### config.mk
export PLATFORM = sky130hd
export DESIGN_NAME = irq_ctrl
export DESIGN_NICKNAME = d
export VERILOG_FILES = /design/src/rtl/irq_ctrl.sv
export SDC_FILE = /design/constraint.sdc
export NUM_CORES = 1
export LEC_CHECK = 0
export BUFFER_PORTS_ARGS = -buffer_cell sky130_fd_sc_hd__buf_2
export CORE_ASPECT_RATIO = 1.75
export CORE_UTILIZATION = 32
export CTS_BUF_LIST = sky130_fd_sc_hd__clkbuf_16
export CTS_CLUSTER_SIZE = 10
export DETAILED_ROUTE_END_ITERATION = 12
export SLEW_MARGIN = 15
export SYNTH_ARGS = -nofsm -noshare
export SYNTH_HDL_FRONTEND = slang
export SYNTH_SLANG_ARGS = --single-unit
### constraint.sdc
create_clock -name clk_in -period 2.9 [get_ports clk_in]
set_clock_uncertainty 0.2 [all_clocks]
set_input_delay 0.435 -clock clk_in [delete_from_list [all_inputs] [get_ports clk_in]]
set_output_delay 0.435 -clock clk_in [all_outputs]
set_load 0.02 [all_outputs]
### src/rtl/irq_ctrl.sv
// irq_ctrl: PicoBlaze interrupt controller.
//
// Captures rising edges on the request lines into a pending register,
// masks them, picks the lowest-numbered active source and drives the
// single interrupt / interrupt_ack handshake. Software reaches the
// controller through four I/O ports starting at ADDR:
//   ADDR+0 PEND   (read, write-1-to-clear)
//   ADDR+1 MASK   (read/write, 1 = enabled)
//   ADDR+2 VECTOR (read {valid, 4'b0, idx})
//   ADDR+3 EOI    (write ends service, read {7'b0, in_service})
//
// Ports:
//   clk_in        system clock, rising edge
//   rst_n         asynchronous active-low reset
//   irq_src       request lines (bit 0 = timer tmr_int)
//   address       PicoBlaze port_id
//   data_in       PicoBlaze out_port
//   wen / ren     one-cycle write / read strobes
//   data_out      combinational read data
//   interrupt     registered interrupt request to PicoBlaze
//   interrupt_ack PicoBlaze acknowledge
//   in_service    high while an interrupt is being serviced
module irq_ctrl #(
    parameter logic [7:0] ADDR = 8'h10,
    parameter int         NSRC = 8
) (
    input  logic            clk_in,
    input  logic            rst_n,
    input  logic [NSRC-1:0] irq_src,
    input  logic [7:0]      address,
    input  logic [7:0]      data_in,
    input  logic            wen,
    input  logic            ren,
    output logic [7:0]      data_out,
    output logic            interrupt,
    input  logic            interrupt_ack,
    output logic            in_service
);

    localparam logic [7:0] A_PEND = ADDR;
    localparam logic [7:0] A_MASK = ADDR + 8'd1;
    localparam logic [7:0] A_VEC  = ADDR + 8'd2;
    localparam logic [7:0] A_EOI  = ADDR + 8'd3;

    typedef enum logic [1:0] {
        IDLE,
        REQ,
        SERVICE
    } state_t;

    state_t          state;
    state_t          next_state;
    logic [NSRC-1:0] src_d;
    logic            primed;
    logic [NSRC-1:0] pend;
    logic [NSRC-1:0] mask;
    logic [NSRC-1:0] rise;
    logic [NSRC-1:0] act;
    logic [2:0]      idx;
    logic            valid;
    logic            cur_valid;
    logic [2:0]      cur_idx;
    logic            pend_wr;
    logic            mask_wr;
    logic            eoi_wr;
    logic            unused_ren;

    // Reads have no side effects, so the read strobe is not needed.
    assign unused_ren = ren;

    // primed stays low for the first clock after reset so a line that is
    // already high at reset release only loads src_d and is not captured.
    assign rise    = irq_src & ~src_d & {NSRC{primed}};
    assign act     = pend & mask;
    assign valid   = |act;
    assign pend_wr = wen && (address == A_PEND);
    assign mask_wr = wen && (address == A_MASK);
    assign eoi_wr  = wen && (address == A_EOI);

    assign interrupt  = (state == REQ);
    assign in_service = (state == SERVICE);

    // Fixed priority: lowest set index wins, so scan from the top down.
    always_comb begin
        idx = 3'd0;
        for (int i = NSRC - 1; i >= 0; i--) begin
            if (act[i]) begin
                idx = 3'(i);
            end
        end
    end

    always_comb begin
        next_state = state;
        case (state)
            IDLE:    if (valid)         next_state = REQ;
            REQ:     if (interrupt_ack) next_state = SERVICE;
            SERVICE: if (eoi_wr)        next_state = IDLE;
            default:                    next_state = IDLE;
        endcase
    end

    always_ff @(posedge clk_in or negedge rst_n) begin
        if (!rst_n) begin
            state <= IDLE;
        end else begin
            state <= next_state;
        end
    end

    // A rise in the same cycle as a W1C of that bit wins.
    always_ff @(posedge clk_in or negedge rst_n) begin
        if (!rst_n) begin
            src_d     <= '0;
            primed    <= 1'b0;
            pend      <= '0;
            mask      <= '0;
            cur_valid <= 1'b0;
            cur_idx   <= 3'd0;
        end else begin
            src_d  <= irq_src;
            primed <= 1'b1;
            if (pend_wr) begin
                pend <= (pend & ~data_in[NSRC-1:0]) | rise;
            end else begin
                pend <= pend | rise;
            end
            if (mask_wr) begin
                mask <= data_in[NSRC-1:0];
            end
            if (state == REQ && interrupt_ack) begin
                cur_valid <= valid;
                cur_idx   <= idx;
            end
        end
    end

    always_comb begin
        data_out = 8'h00;
        case (address)
            A_PEND:  data_out = 8'(pend);
            A_MASK:  data_out = 8'(mask);
            A_VEC:   data_out = {cur_valid, 4'b0000, cur_idx};
            A_EOI:   data_out = {7'b0000000, in_service};
            default: data_out = 8'h00;
        endcase
    end

endmodule

==> run summary <==
====================================================================================
Relative slew slack                                                            0.546
CP top delay family                                                     simple AND/OR/NAND/NOR gates
Worst skew pair latency                                                      0.28 ns
PD cells                                                                  695 mW/mm²
Number of buffers on the longest clock path                                        2
Area delta synth->final                                                        27.9%
Worst ir drop on vdd                                                        0.464 mV
Initial antenna violation count                                                    0
Total global routing track utilization                                         0.144
Port Buffer Count                                                                 37
First element of the critical path                                        address[7]
Setup repair after global routing missed its margin                               no
Number of logic stages on the critical path including buffering                    5
Via Count                                                                       1135
Period utilisation layout                                                      0.855
Sum of buffers and inverters on the critical path                                  2
DR iter-0 viols                                                                    7
Net count of the mapped netlist                                                  162
Destination of the critical timing path                                  data_out[0]
Final weighted congestion in routability-driven placement                      0.791
Maximum number of pins on one net before global-route repair                      32
Sequential group share of total power                                          0.406
Total clock buffers created by CTS                                                 5
Number of hold violations in the final report                                      0
Endpoint of the lowest-slack register-to-register path                      state[0]
Share of the yosys chip area belonging to registers                            0.538
Filler Cells Inserted                                                            451
Data arrival time of the worst path                                          1.84 ns
PostCTS Resize Cnt                                                                 0
Area enclosed by the die boundary                                        0.00479 mm²
Cells after synthesis                                                            133
Synth Warn #                                                                       0
Post-CTS setup buffer count                                                        0
Diode count                                                                        0
CP max stage delay                                                           0.56 ns
Placeable core region                                                    0.00436 mm²
Post-DRT Antenna Nets                                                              0
Number of clock sinks                                                             31
Vias in the first global route                                                  1088
Post-layout minimum cycle time                                               2.48 ns
Initial DRT Pass Iterations                                                        4
Final core utilization                                                         0.422
Total gr overflow                                                                  0
Standard-cell row count                                                           32
Critical path's most frequent cell                                      sky130_fd_sc_hd__buf_2
Worst-path clk slew                                                          0.05 ns
Number of H-tree levels                                                            2
Fin Setup TNS                                                                   0 ns
Type of the worst setup path                                            input port to output pin
#FFs+latches synth                                                                31
Post-detailed-route DRC marker count                                               0
Share of post-route cells with drive strength above 1                          0.330
Die width                                                                    52.7 µm
Average wire per cell in the routed design                                   13.4 µm
Final number of max-transition violations                                          0
Final net count                                                                  204
CP Data Required Time                                                        2.27 ns
Crit path max-delay cell type                                           sky130_fd_sc_hd__or4_4
Crit start category                                                       input port
Total of endpoints with negative setup slack in the final report                   0
Largest fanout on the critical path                                                5
Internal power of the cells                                                 0.965 mW
Classification of the worst-slack hold path                             input port to asynchronous set/reset pin
Avg Cell Area, Syn                                                          10.8 µm²
CTS tree                                                                         yes
Distinct cell type count of the synthesized netlist                               29
Combined area of all synthesized cells                                   0.00144 mm²
Die Y                                                                        90.8 µm
Number of primary I/O pins                                                        39
Worst hold margin                                                         0.00163 ns
Final wirelength                                                             3050 µm
Worst-case reg-to-reg path depth                                                   4
Vias per inst                                                                   5.00
Starting density of the core                                                   0.330
Count of max-cap constraint violations                                             0
Number of buffers inserted for hold repair after clock tree synthesis              0
First-pass GRT wire length                                                   4950 µm
Net load switching power                                                    0.317 mW
Worst Setup End Kind                                                      output pin
Clk pwr share                                                                  0.450
Root cell of the clock tree                                             sky130_fd_sc_hd__clkbuf_16
R2R setup slack                                                              1.36 ns
Proportion of total power due to net switching                                 0.247
Run status                                                                 completed
Slew at the pin closest to its max-slew limit                               0.681 ns
Static power due to leakage                                                 0.883 nW
Reg2reg start                                                                pend[1]
Half-perimeter wire length after detailed placement                          2370 µm
Critical Path, Cell by Cell                                             buf_2, or4_4, or3b_4, nor2b_1, buf_2
Combinational power share                                                      0.144
FMAX                                                                         403 MHz
====================================================================================
==> power groups by stage <==
stage / clock network, mW / registers (mW) / logic [mW]
floorplan: 0 / 0.515 / 0.123
global placement: 0 / 0.526 / 0.184
detailed placement: 0 / 0.528 / 0.186
CTS: 0.585 / 0.520 / 0.187
global route: 0.606 / 0.526 / 0.204
finish: 0.577 / 0.520 / 0.184
==> registers in the layout (all words and copies together) (netlist names) <==
register	flops
mask	8
pend	8
cur_idx	3
src_d	8
cur_valid	1
primed	1
state	2
==> layout by cell type (no fill, tap or decap), types with 2 or more instances in the layout <==
cell type / instances
sky130_fd_sc_hd__inv_1: 8
sky130_fd_sc_hd__dfrtp_1: 31
sky130_fd_sc_hd__nor2b_1: 4
sky130_fd_sc_hd__o21ai_0: 4
sky130_fd_sc_hd__nand3_1: 4
sky130_fd_sc_hd__nor2_1: 12
sky130_fd_sc_hd__a32o_1: 7
sky130_fd_sc_hd__mux2_2: 8
sky130_fd_sc_hd__nand2b_1: 2
sky130_fd_sc_hd__a21oi_1: 8
sky130_fd_sc_hd__buf_2: 37
sky130_fd_sc_hd__clkbuf_16: 5
sky130_fd_sc_hd__mux2i_1: 7
sky130_fd_sc_hd__a22oi_1: 3
sky130_fd_sc_hd__nand2_1: 19
==> routing by layer <==
metal / vias to the layer above / track usage / part of all wire
met5: - / 0 / 0
met4: 0 / 0.0789 / 0.030
met3: 8 / 0.0370 / 0.047
met2: 34 / 0.234 / 0.53
met1: 534 / 0.163 / 0.39
li1: 559 / - / -
==> cells by family (layout without fill, tap and decap cells) <==
family	count (synthesis)	count (layout)	share of synthesized area
AO/OA/AOI/OAI	25	25	0.122
other	1	1	0.00260
AND/OR/NAND/NOR	50	50	0.181
buffers and inverters	10	53	0.0286
multiplexers	16	16	0.127
flip-flops	31	31	0.538
==> how the worst min path moves through the flow <==
stage,endpoint
floorplan,cur_idx[0]
global placement,pend[6]
detailed placement,pend[6]
CTS,mask[1]
global route,src_d[7]
finish,src_d[4]
==> cell usage after synthesis <==
library cell / count / area share
sky130_fd_sc_hd__nand2_1: 19 / 0.049
sky130_fd_sc_hd__or2_2: 1 / 0.0043
sky130_fd_sc_hd__o211ai_1: 1 / 0.0052
sky130_fd_sc_hd__mux2i_1: 7 / 0.049
sky130_fd_sc_hd__nor4_4: 1 / 0.015
sky130_fd_sc_hd__or3b_4: 1 / 0.0078
sky130_fd_sc_hd__nor3_1: 1 / 0.0035
sky130_fd_sc_hd__dfrtp_1: 31 / 0.54
sky130_fd_sc_hd__o2bb2ai_1: 1 / 0.0061
sky130_fd_sc_hd__buf_4: 1 / 0.0052
sky130_fd_sc_hd__mux4_2: 1 / 0.016
sky130_fd_sc_hd__mux2_2: 8 / 0.063
sky130_fd_sc_hd__nand2b_1: 2 / 0.0087
sky130_fd_sc_hd__and3_1: 1 / 0.0043
sky130_fd_sc_hd__nor2_1: 12 / 0.031
sky130_fd_sc_hd__or4_4: 1 / 0.0078
sky130_fd_sc_hd__nand3b_1: 1 / 0.0052
sky130_fd_sc_hd__conb_1: 1 / 0.0026
sky130_fd_sc_hd__nand3_1: 4 / 0.014
sky130_fd_sc_hd__buf_1: 1 / 0.0026
sky130_fd_sc_hd__or3b_1: 1 / 0.0061
sky130_fd_sc_hd__a22oi_1: 3 / 0.016
sky130_fd_sc_hd__a32o_1: 7 / 0.049
sky130_fd_sc_hd__nand3_2: 1 / 0.0069
sky130_fd_sc_hd__o21ai_0: 4 / 0.014
sky130_fd_sc_hd__nor2b_1: 4 / 0.017
sky130_fd_sc_hd__inv_1: 8 / 0.021
sky130_fd_sc_hd__a211oi_1: 1 / 0.0052
sky130_fd_sc_hd__a21oi_1: 8 / 0.028
==> through the flow <==
stage | instance area, µm² | std cells | power, mW | setup slack (ns)
finish | 1840 | 227 | 1.28 | 0.420
global route | 1840 | 227 | 1.34 | 0.366
CTS | 1840 | 227 | 1.29 | 0.394
detailed placement | 1680 | 219 | 0.714 | 0.393
global placement | 1680 | 219 | 0.710 | 0.402
floorplan | 1440 | 133 | 0.638 | 0.520
==> layout make-up <==
cell class | count | area (µm²) | share of cell area
sequential | 31 | 776 | 0.421
multi-input combinational | 92 | 624 | 0.339
timing repair buffer | 37 | 185 | 0.100
clock buffer | 5 | 125 | 0.0679
tap | 51 | 63.8 | 0.0346
clock inverter | 3 | 38.8 | 0.0210
inverter | 8 | 30.0 | 0.0163
Note: power is estimated with default switching activity, not from simulation.
